### src/rtl/state_transition_monitor_if.sv
// Bundles the flag level, control inputs and measurement outputs of the
// state transition monitor; master drives state/controls, slave is the monitor.
interface state_transition_monitor_if #(
    parameter int unsigned COUNTER_WIDTH  = 8,
    parameter int unsigned DURATION_WIDTH = 16
);
    logic                      state;
    logic                      clear;
    logic                      interrupt_acknowledge;
    logic                      rising_pulse;
    logic                      falling_pulse;
    logic [COUNTER_WIDTH-1:0]  rising_count;
    logic [COUNTER_WIDTH-1:0]  falling_count;
    logic [DURATION_WIDTH-1:0] high_duration;
    logic [DURATION_WIDTH-1:0] last_high_duration;
    logic                      interrupt;

    modport master (
        output state,
        output clear,
        output interrupt_acknowledge,
        input  rising_pulse,
        input  falling_pulse,
        input  rising_count,
        input  falling_count,
        input  high_duration,
        input  last_high_duration,
        input  interrupt
    );

    modport slave (
        input  state,
        input  clear,
        input  interrupt_acknowledge,
        output rising_pulse,
        output falling_pulse,
        output rising_count,
        output falling_count,
        output high_duration,
        output last_high_duration,
        output interrupt
    );
endinterface

### src/rtl/state_transition_monitor.sv
// Watches the set-reset flag level: registered edge pulses, saturating edge
// counters, high-period duration measurement and a sticky interrupt.
module state_transition_monitor #(
    parameter int unsigned COUNTER_WIDTH  = 8,
    parameter int unsigned DURATION_WIDTH = 16
) (
    input  logic                         clock,
    input  logic                         reset,
    state_transition_monitor_if.slave    monitor_bus
);
    typedef enum logic {
        LOW  = 1'b0,
        HIGH = 1'b1
    } fsm_state_t;

    localparam logic [COUNTER_WIDTH-1:0]  COUNT_ONE    = COUNTER_WIDTH'(1);
    localparam logic [COUNTER_WIDTH-1:0]  COUNT_MAX    = '1;
    localparam logic [DURATION_WIDTH-1:0] DURATION_ONE = DURATION_WIDTH'(1);
    localparam logic [DURATION_WIDTH-1:0] DURATION_MAX = '1;

    fsm_state_t                fsm_q, fsm_d;
    logic                      rise, fall;

    logic                      rising_pulse_q, rising_pulse_d;
    logic                      falling_pulse_q, falling_pulse_d;
    logic [COUNTER_WIDTH-1:0]  rising_count_q, rising_count_d;
    logic [COUNTER_WIDTH-1:0]  falling_count_q, falling_count_d;
    logic [DURATION_WIDTH-1:0] high_duration_q, high_duration_d;
    logic [DURATION_WIDTH-1:0] last_high_duration_q, last_high_duration_d;
    logic                      interrupt_q, interrupt_d;

    // The FSM register is also the previous-state sample used for edge detection.
    always_comb begin
        fsm_d = fsm_q;
        rise  = 1'b0;
        fall  = 1'b0;
        case (fsm_q)
            LOW: begin
                if (monitor_bus.state) begin
                    fsm_d = HIGH;
                    rise  = 1'b1;
                end
            end
            HIGH: begin
                if (!monitor_bus.state) begin
                    fsm_d = LOW;
                    fall  = 1'b1;
                end
            end
            default: fsm_d = LOW;
        endcase
    end

    always_comb begin
        rising_pulse_d       = rise;
        falling_pulse_d      = fall;
        rising_count_d       = rising_count_q;
        falling_count_d      = falling_count_q;
        high_duration_d      = high_duration_q;
        last_high_duration_d = last_high_duration_q;
        interrupt_d          = interrupt_q;

        if (monitor_bus.clear) begin
            rising_count_d  = '0;
            falling_count_d = '0;
        end else begin
            if (rise && rising_count_q != COUNT_MAX) begin
                rising_count_d = rising_count_q + COUNT_ONE;
            end
            if (fall && falling_count_q != COUNT_MAX) begin
                falling_count_d = falling_count_q + COUNT_ONE;
            end
        end

        // Clear restarts an in-progress measurement rather than abandoning it.
        if (monitor_bus.clear) begin
            high_duration_d = monitor_bus.state ? DURATION_ONE : '0;
        end else if (rise) begin
            high_duration_d = DURATION_ONE;
        end else if (fall) begin
            high_duration_d = '0;
        end else if (fsm_q == HIGH && high_duration_q != DURATION_MAX) begin
            high_duration_d = high_duration_q + DURATION_ONE;
        end

        if (monitor_bus.clear) begin
            last_high_duration_d = '0;
        end else if (fall) begin
            last_high_duration_d = high_duration_q;
        end

        if (monitor_bus.clear) begin
            interrupt_d = 1'b0;
        end else if (rise) begin
            interrupt_d = 1'b1;
        end else if (monitor_bus.interrupt_acknowledge) begin
            interrupt_d = 1'b0;
        end
    end

    always_ff @(posedge clock) begin
        if (reset) begin
            fsm_q                <= LOW;
            rising_pulse_q       <= 1'b0;
            falling_pulse_q      <= 1'b0;
            rising_count_q       <= '0;
            falling_count_q      <= '0;
            high_duration_q      <= '0;
            last_high_duration_q <= '0;
            interrupt_q          <= 1'b0;
        end else begin
            fsm_q                <= fsm_d;
            rising_pulse_q       <= rising_pulse_d;
            falling_pulse_q      <= falling_pulse_d;
            rising_count_q       <= rising_count_d;
            falling_count_q      <= falling_count_d;
            high_duration_q      <= high_duration_d;
            last_high_duration_q <= last_high_duration_d;
            interrupt_q          <= interrupt_d;
        end
    end

    assign monitor_bus.rising_pulse       = rising_pulse_q;
    assign monitor_bus.falling_pulse      = falling_pulse_q;
    assign monitor_bus.rising_count       = rising_count_q;
    assign monitor_bus.falling_count      = falling_count_q;
    assign monitor_bus.high_duration      = high_duration_q;
    assign monitor_bus.last_high_duration = last_high_duration_q;
    assign monitor_bus.interrupt          = interrupt_q;
endmodule
### src/flat_wrapper.sv
// flat-port wrapper written by rule: the top's interface ports become plain ports
module state_transition_monitor_flat 
#(
    parameter int unsigned COUNTER_WIDTH  = 8,
    parameter int unsigned DURATION_WIDTH = 16
)
  (clock, reset, monitor_bus_state, monitor_bus_clear, monitor_bus_interrupt_acknowledge, monitor_bus_rising_pulse, monitor_bus_falling_pulse, monitor_bus_rising_count, monitor_bus_falling_count, monitor_bus_high_duration, monitor_bus_last_high_duration, monitor_bus_interrupt);
  state_transition_monitor_if #(.COUNTER_WIDTH(COUNTER_WIDTH), .DURATION_WIDTH(DURATION_WIDTH)) monitor_bus_i ();
  input  logic clock;
  input  logic reset;
  input wire logic [$bits(monitor_bus_i.state)-1:0] monitor_bus_state;
  input wire logic [$bits(monitor_bus_i.clear)-1:0] monitor_bus_clear;
  input wire logic [$bits(monitor_bus_i.interrupt_acknowledge)-1:0] monitor_bus_interrupt_acknowledge;
  output wire logic [$bits(monitor_bus_i.rising_pulse)-1:0] monitor_bus_rising_pulse;
  output wire logic [$bits(monitor_bus_i.falling_pulse)-1:0] monitor_bus_falling_pulse;
  output wire logic [$bits(monitor_bus_i.rising_count)-1:0] monitor_bus_rising_count;
  output wire logic [$bits(monitor_bus_i.falling_count)-1:0] monitor_bus_falling_count;
  output wire logic [$bits(monitor_bus_i.high_duration)-1:0] monitor_bus_high_duration;
  output wire logic [$bits(monitor_bus_i.last_high_duration)-1:0] monitor_bus_last_high_duration;
  output wire logic [$bits(monitor_bus_i.interrupt)-1:0] monitor_bus_interrupt;
  assign monitor_bus_i.state = monitor_bus_state;
  assign monitor_bus_i.clear = monitor_bus_clear;
  assign monitor_bus_i.interrupt_acknowledge = monitor_bus_interrupt_acknowledge;
  assign monitor_bus_rising_pulse = monitor_bus_i.rising_pulse;
  assign monitor_bus_falling_pulse = monitor_bus_i.falling_pulse;
  assign monitor_bus_rising_count = monitor_bus_i.rising_count;
  assign monitor_bus_falling_count = monitor_bus_i.falling_count;
  assign monitor_bus_high_duration = monitor_bus_i.high_duration;
  assign monitor_bus_last_high_duration = monitor_bus_i.last_high_duration;
  assign monitor_bus_interrupt = monitor_bus_i.interrupt;
  state_transition_monitor #(.COUNTER_WIDTH(COUNTER_WIDTH), .DURATION_WIDTH(DURATION_WIDTH)) u_core (.clock(clock), .reset(reset), .monitor_bus(monitor_bus_i));
endmodule
### config.mk
export PLATFORM = sky130hd
export DESIGN_NAME = state_transition_monitor_flat
export DESIGN_NICKNAME = d
export VERILOG_FILES = /design/src/rtl/state_transition_monitor_if.sv /design/src/rtl/state_transition_monitor.sv /design/src/flat_wrapper.sv
export SDC_FILE = /design/constraint.sdc
export NUM_CORES = 1
export LEC_CHECK = 0
export BUFFER_PORTS_ARGS = -buffer_cell sky130_fd_sc_hd__buf_2
export CORE_ASPECT_RATIO = 1.25
export CORE_UTILIZATION = 30
export DETAILED_ROUTE_END_ITERATION = 12
export PLACE_DENSITY = 0.5
export SLEW_MARGIN = 30
export SYNTH_ARGS = -nofsm -noshare
export SYNTH_HDL_FRONTEND = slang
export SYNTH_SLANG_ARGS = --single-unit
### constraint.sdc
create_clock -name clock -period 4 [get_ports clock]
set_input_delay 0.8 -clock clock [delete_from_list [all_inputs] [get_ports clock]]
set_output_delay 0.8 -clock clock [all_outputs]
set_load 0.02 [all_outputs]
==> flow_summary_export.csv <==
group,metric,value,unit
outcome,status,"finished clean",
worst_setup_path,max_stage_delay,450,ps
synth,synth.top_cell.area_share,43.0,%
global_route,grt-ovfl-total,0,
floorplanning,initial_core_util,31.1,%
worst_setup_path,critPathTopFamily,"simple AND/OR/NAND/NOR gates",
synth,ys.flop_type,"dfxtp_1",
cts,cts_buffers,5,
sta,setup-violations-final,0,
place,io_buffers,55,
routing,antenna_left,0,
routing,drcViolationCount,0,
cts,cts_setup_buffers,0,
worst_setup_path,crit_buf_inv,3,
synth,synth-simple-area-share,21.7,%
place,place.gp.congestion,0.754,
place,dpl.hpwl,4120,um
cts,clock_latency,300,ps
worst_setup_path,worst_setup_path_start_kind,"input pin",
pwr,power.density,336,nW/um^2
pwr,max-vdd-ir-drop,0.000122,V
floorplanning,die-area,8440,um^2
synth,synth_cells,265,
routing,dr.pass1.iters,4,
sta,hold_violations,0,
synth,synth_edf_count,0,
synth,yosysUniqueCellTypes,46,
place,place_ws,1250,ps
cts,cts_resized,0,
worst_setup_path,required,4240,ps
worst_setup_path,slowest_stage,"nor3_1",
layout,finish.utilization,36.6,%
global_route,grt_pass1_vias,1783,
sta,slew_violations,0,
cts,cts.clk_slew.worst_paths,100,ps
layout,fin_area,2850,um^2
cts,ctsHtreeMaxLevel,2,
synth,synth_seq_cells,52,
floorplanning,core,7790,um^2
synth,synth_nets,275,
cts,cts.path.max_buffers,2,
synth,synth_seq_area_share,43.0,%
sta,skew,5.58,ps
synth,synth_xor_area_share,4.34,%
cts,cts.sinks,52,
routing,via_per_inst,4.97,
routing,avgRoutedWirePerCell,13.9,um
worst_setup_path,arrival,2680,ps
flow_run,cap_violations,0,
floorplanning,die_x,82.4,um
synth,synth.avg_cell_area,9.14,um^2
synth,synth_compound_area_share,15.9,%
worst_setup_path,crit_start,"monitor_bus_state",
sta,setup_ws,1570,ps
layout,area_growth,17.8,%
synth,yosysWarnings,0,
hold_path,min_path_type,"flip-flop to flip-flop",
sta,worstMarginPinSlew,592,ps
floorplanning,die_h,102,um
hold_path,min_from,"u_core.monitor_bus.interrupt",
synth,synth_fa_ha_area_share,2.58,%
routing,vias,2036,
cts,cts_tree,"yes",
sta,setup_tns,0,ps
place,postPlaceCellArea,2740,um^2
synth,netlist_area,2420,um^2
layout,nNetsFinal,324,
routing,drt_wl_total,5700,um
synth,post-synth-top-area-cell,"dfxtp_1",
synth,synth_mux_area_share,7.44,%
synth,synthTopCellsByArea,"dfxtp_1 (43%), mux2i_1 (7.4%), nor2_1 (5.6%)",
global_route,grt_use_total,14.2,%
worst_setup_path,r2r_start,"u_core.fsm_q",
worst_setup_path,crit_fanout,13,
sta,hold-worst-slack,489,ps
synth,async_reset_ff_share,0,%
cts,cts_hold_buf,0,
sta,max_slew_margin,60.5,%
global_route,grt_start_max_net_pins,34,
sta,timing.fmax,411,MHz
floorplanning,io_pins,56,
pwr,p_leak,0.00119,uW
floorplanning,rows,36,
routing,initialDrtViolationCount,87,
sta,rsz0062_at_grt,"false",
sta,fin_crit_sh,60.8,%
global_route,antenna_found_initial,0,
worst_setup_path,worstSetupEndpointType,"flip-flop",
worst_setup_path,critical_path_class,"input pin to flip-flop",
synth,synth_top_family_by_area,"simple AND/OR/NAND/NOR gates",
layout,antenna_cells,0,
global_route,grt_pass1_wl,9070,um
layout,drive_gt1_share,22.9,%
cts,root_buffer,"clkbuf_8",
sta,period_needed,2430,ps
worst_setup_path,crit_path_cell_trace,"buf_2 -> inv_1 -> ha_1 -> buf_4 -> nor3_1 -> nand3_1 -> a211o_1 -> a21oi_1",
[per-layer routing]
| metal | GRT usage, % | part of all wire (%) | up-vias |
|---|---|---|---|
| met1 | 18.0 | 47 | 940 |
| met3 | 2.77 | 3.7 | 7 |
| met2 | 23.6 | 48 | 46 |
| met4 | 5.40 | 1.7 | 0 |
| met5 | 0 | 0 | - |
| li1 | - | - | 1043 |
[Yosys cell counts (6+ instances only)]
cell       number
dfxtp_1        52
nor2_1         36
mux2i_1        18
a21oi_1        15
and3_1         13
nand2_1        12
nand3_1        11
inv_1           9
o2bb2ai_1       8
xor2_1          8
clkbuf_1        6
nand4_1         6
[logic make-up after synthesis]
family,after synthesis
xor gates and xnor gates,12
DFF,52
buffers and inverters,24
AOI/OAI and AO/OA,51
adders and majority gates,5
muxes,18
and+or+nand+nor,103
[final timing paths]
kind	to	slack [ps]	cells after the start
worst min register to register	u_core.monitor_bus.interrupt	490	2
worst max-delay path	u_core.monitor_bus.high_duration[13]	1570	8
worst min-delay path	u_core.monitor_bus.interrupt	490	2
worst max register to register	u_core.monitor_bus.high_duration[13]	1810	6
[worst register-to-register path, cell delays in order (launching register included)]
cell and delay, ps:
dfxtp_1 390, ha_1 420, buf_4 310, nor3_1 450, nand3_1 130, a211o_1 290, a21oi_1 140
[flip-flops by register name, indices dropped and copies added, names as in the netlist]
register,flops
u_core.monitor_bus.rising_count,8
u_core.monitor_bus.last_high_duration,16
u_core.monitor_bus.falling_pulse,1
u_core.monitor_bus.rising_pulse,1
u_core.monitor_bus.high_duration,16
u_core.monitor_bus.falling_count,8
u_core.monitor_bus.interrupt,1
u_core.fsm_q,1
[power breakdown]
part / internal [uW] / switching, uW
Sequential: 521 / 4.49
Combinational: 22.5 / 46.0
Clock: 185 / 178
[cell usage in the layout, fill, tap and decap left out, types with 2 or more instances in the layout]
cell type | synthesis | final
nor2b_1 | 3 | 3
dfxtp_1 | 52 | 52
a21oi_1 | 15 | 15
nor2_1 | 36 | 36
o2bb2ai_1 | 8 | 8
a31oi_1 | 4 | 4
xnor2_1 | 4 | 4
and3_1 | 13 | 13
buf_4 | 1 | 2
nand2b_1 | 4 | 4
and4_1 | 3 | 3
xor2_1 | 8 | 8
nand2_1 | 12 | 12
ha_1 | 5 | 5
a22oi_1 | 3 | 3
nand4_1 | 6 | 6
nor3_1 | 4 | 4
clkbuf_8 | 0 | 5
inv_1 | 9 | 9
o22ai_1 | 5 | 5
nand3_1 | 11 | 11
o21ai_4 | 2 | 2
mux2i_1 | 18 | 18
buf_2 | 5 | 55
a32o_1 | 2 | 2
or3_1 | 4 | 4
[cell type report]
type,count,area (um^2)
fill,830,4940
multi-input combinational,189,1260
sequential,52,1040
timing repair buffer,57,290
tap,95,119
clock buffer,5,68.8
clock inverter,3,42.5
inverter,9,33.8
[metrics by stage]
stage	total power (uW)	instances
after detailed placement	607	402
after floorplan	591	265
after CTS	972	410
after global placement	607	402
after global routing	1000	410
final	958	410
No activity file was read; power rests on OpenSTA's default activity.
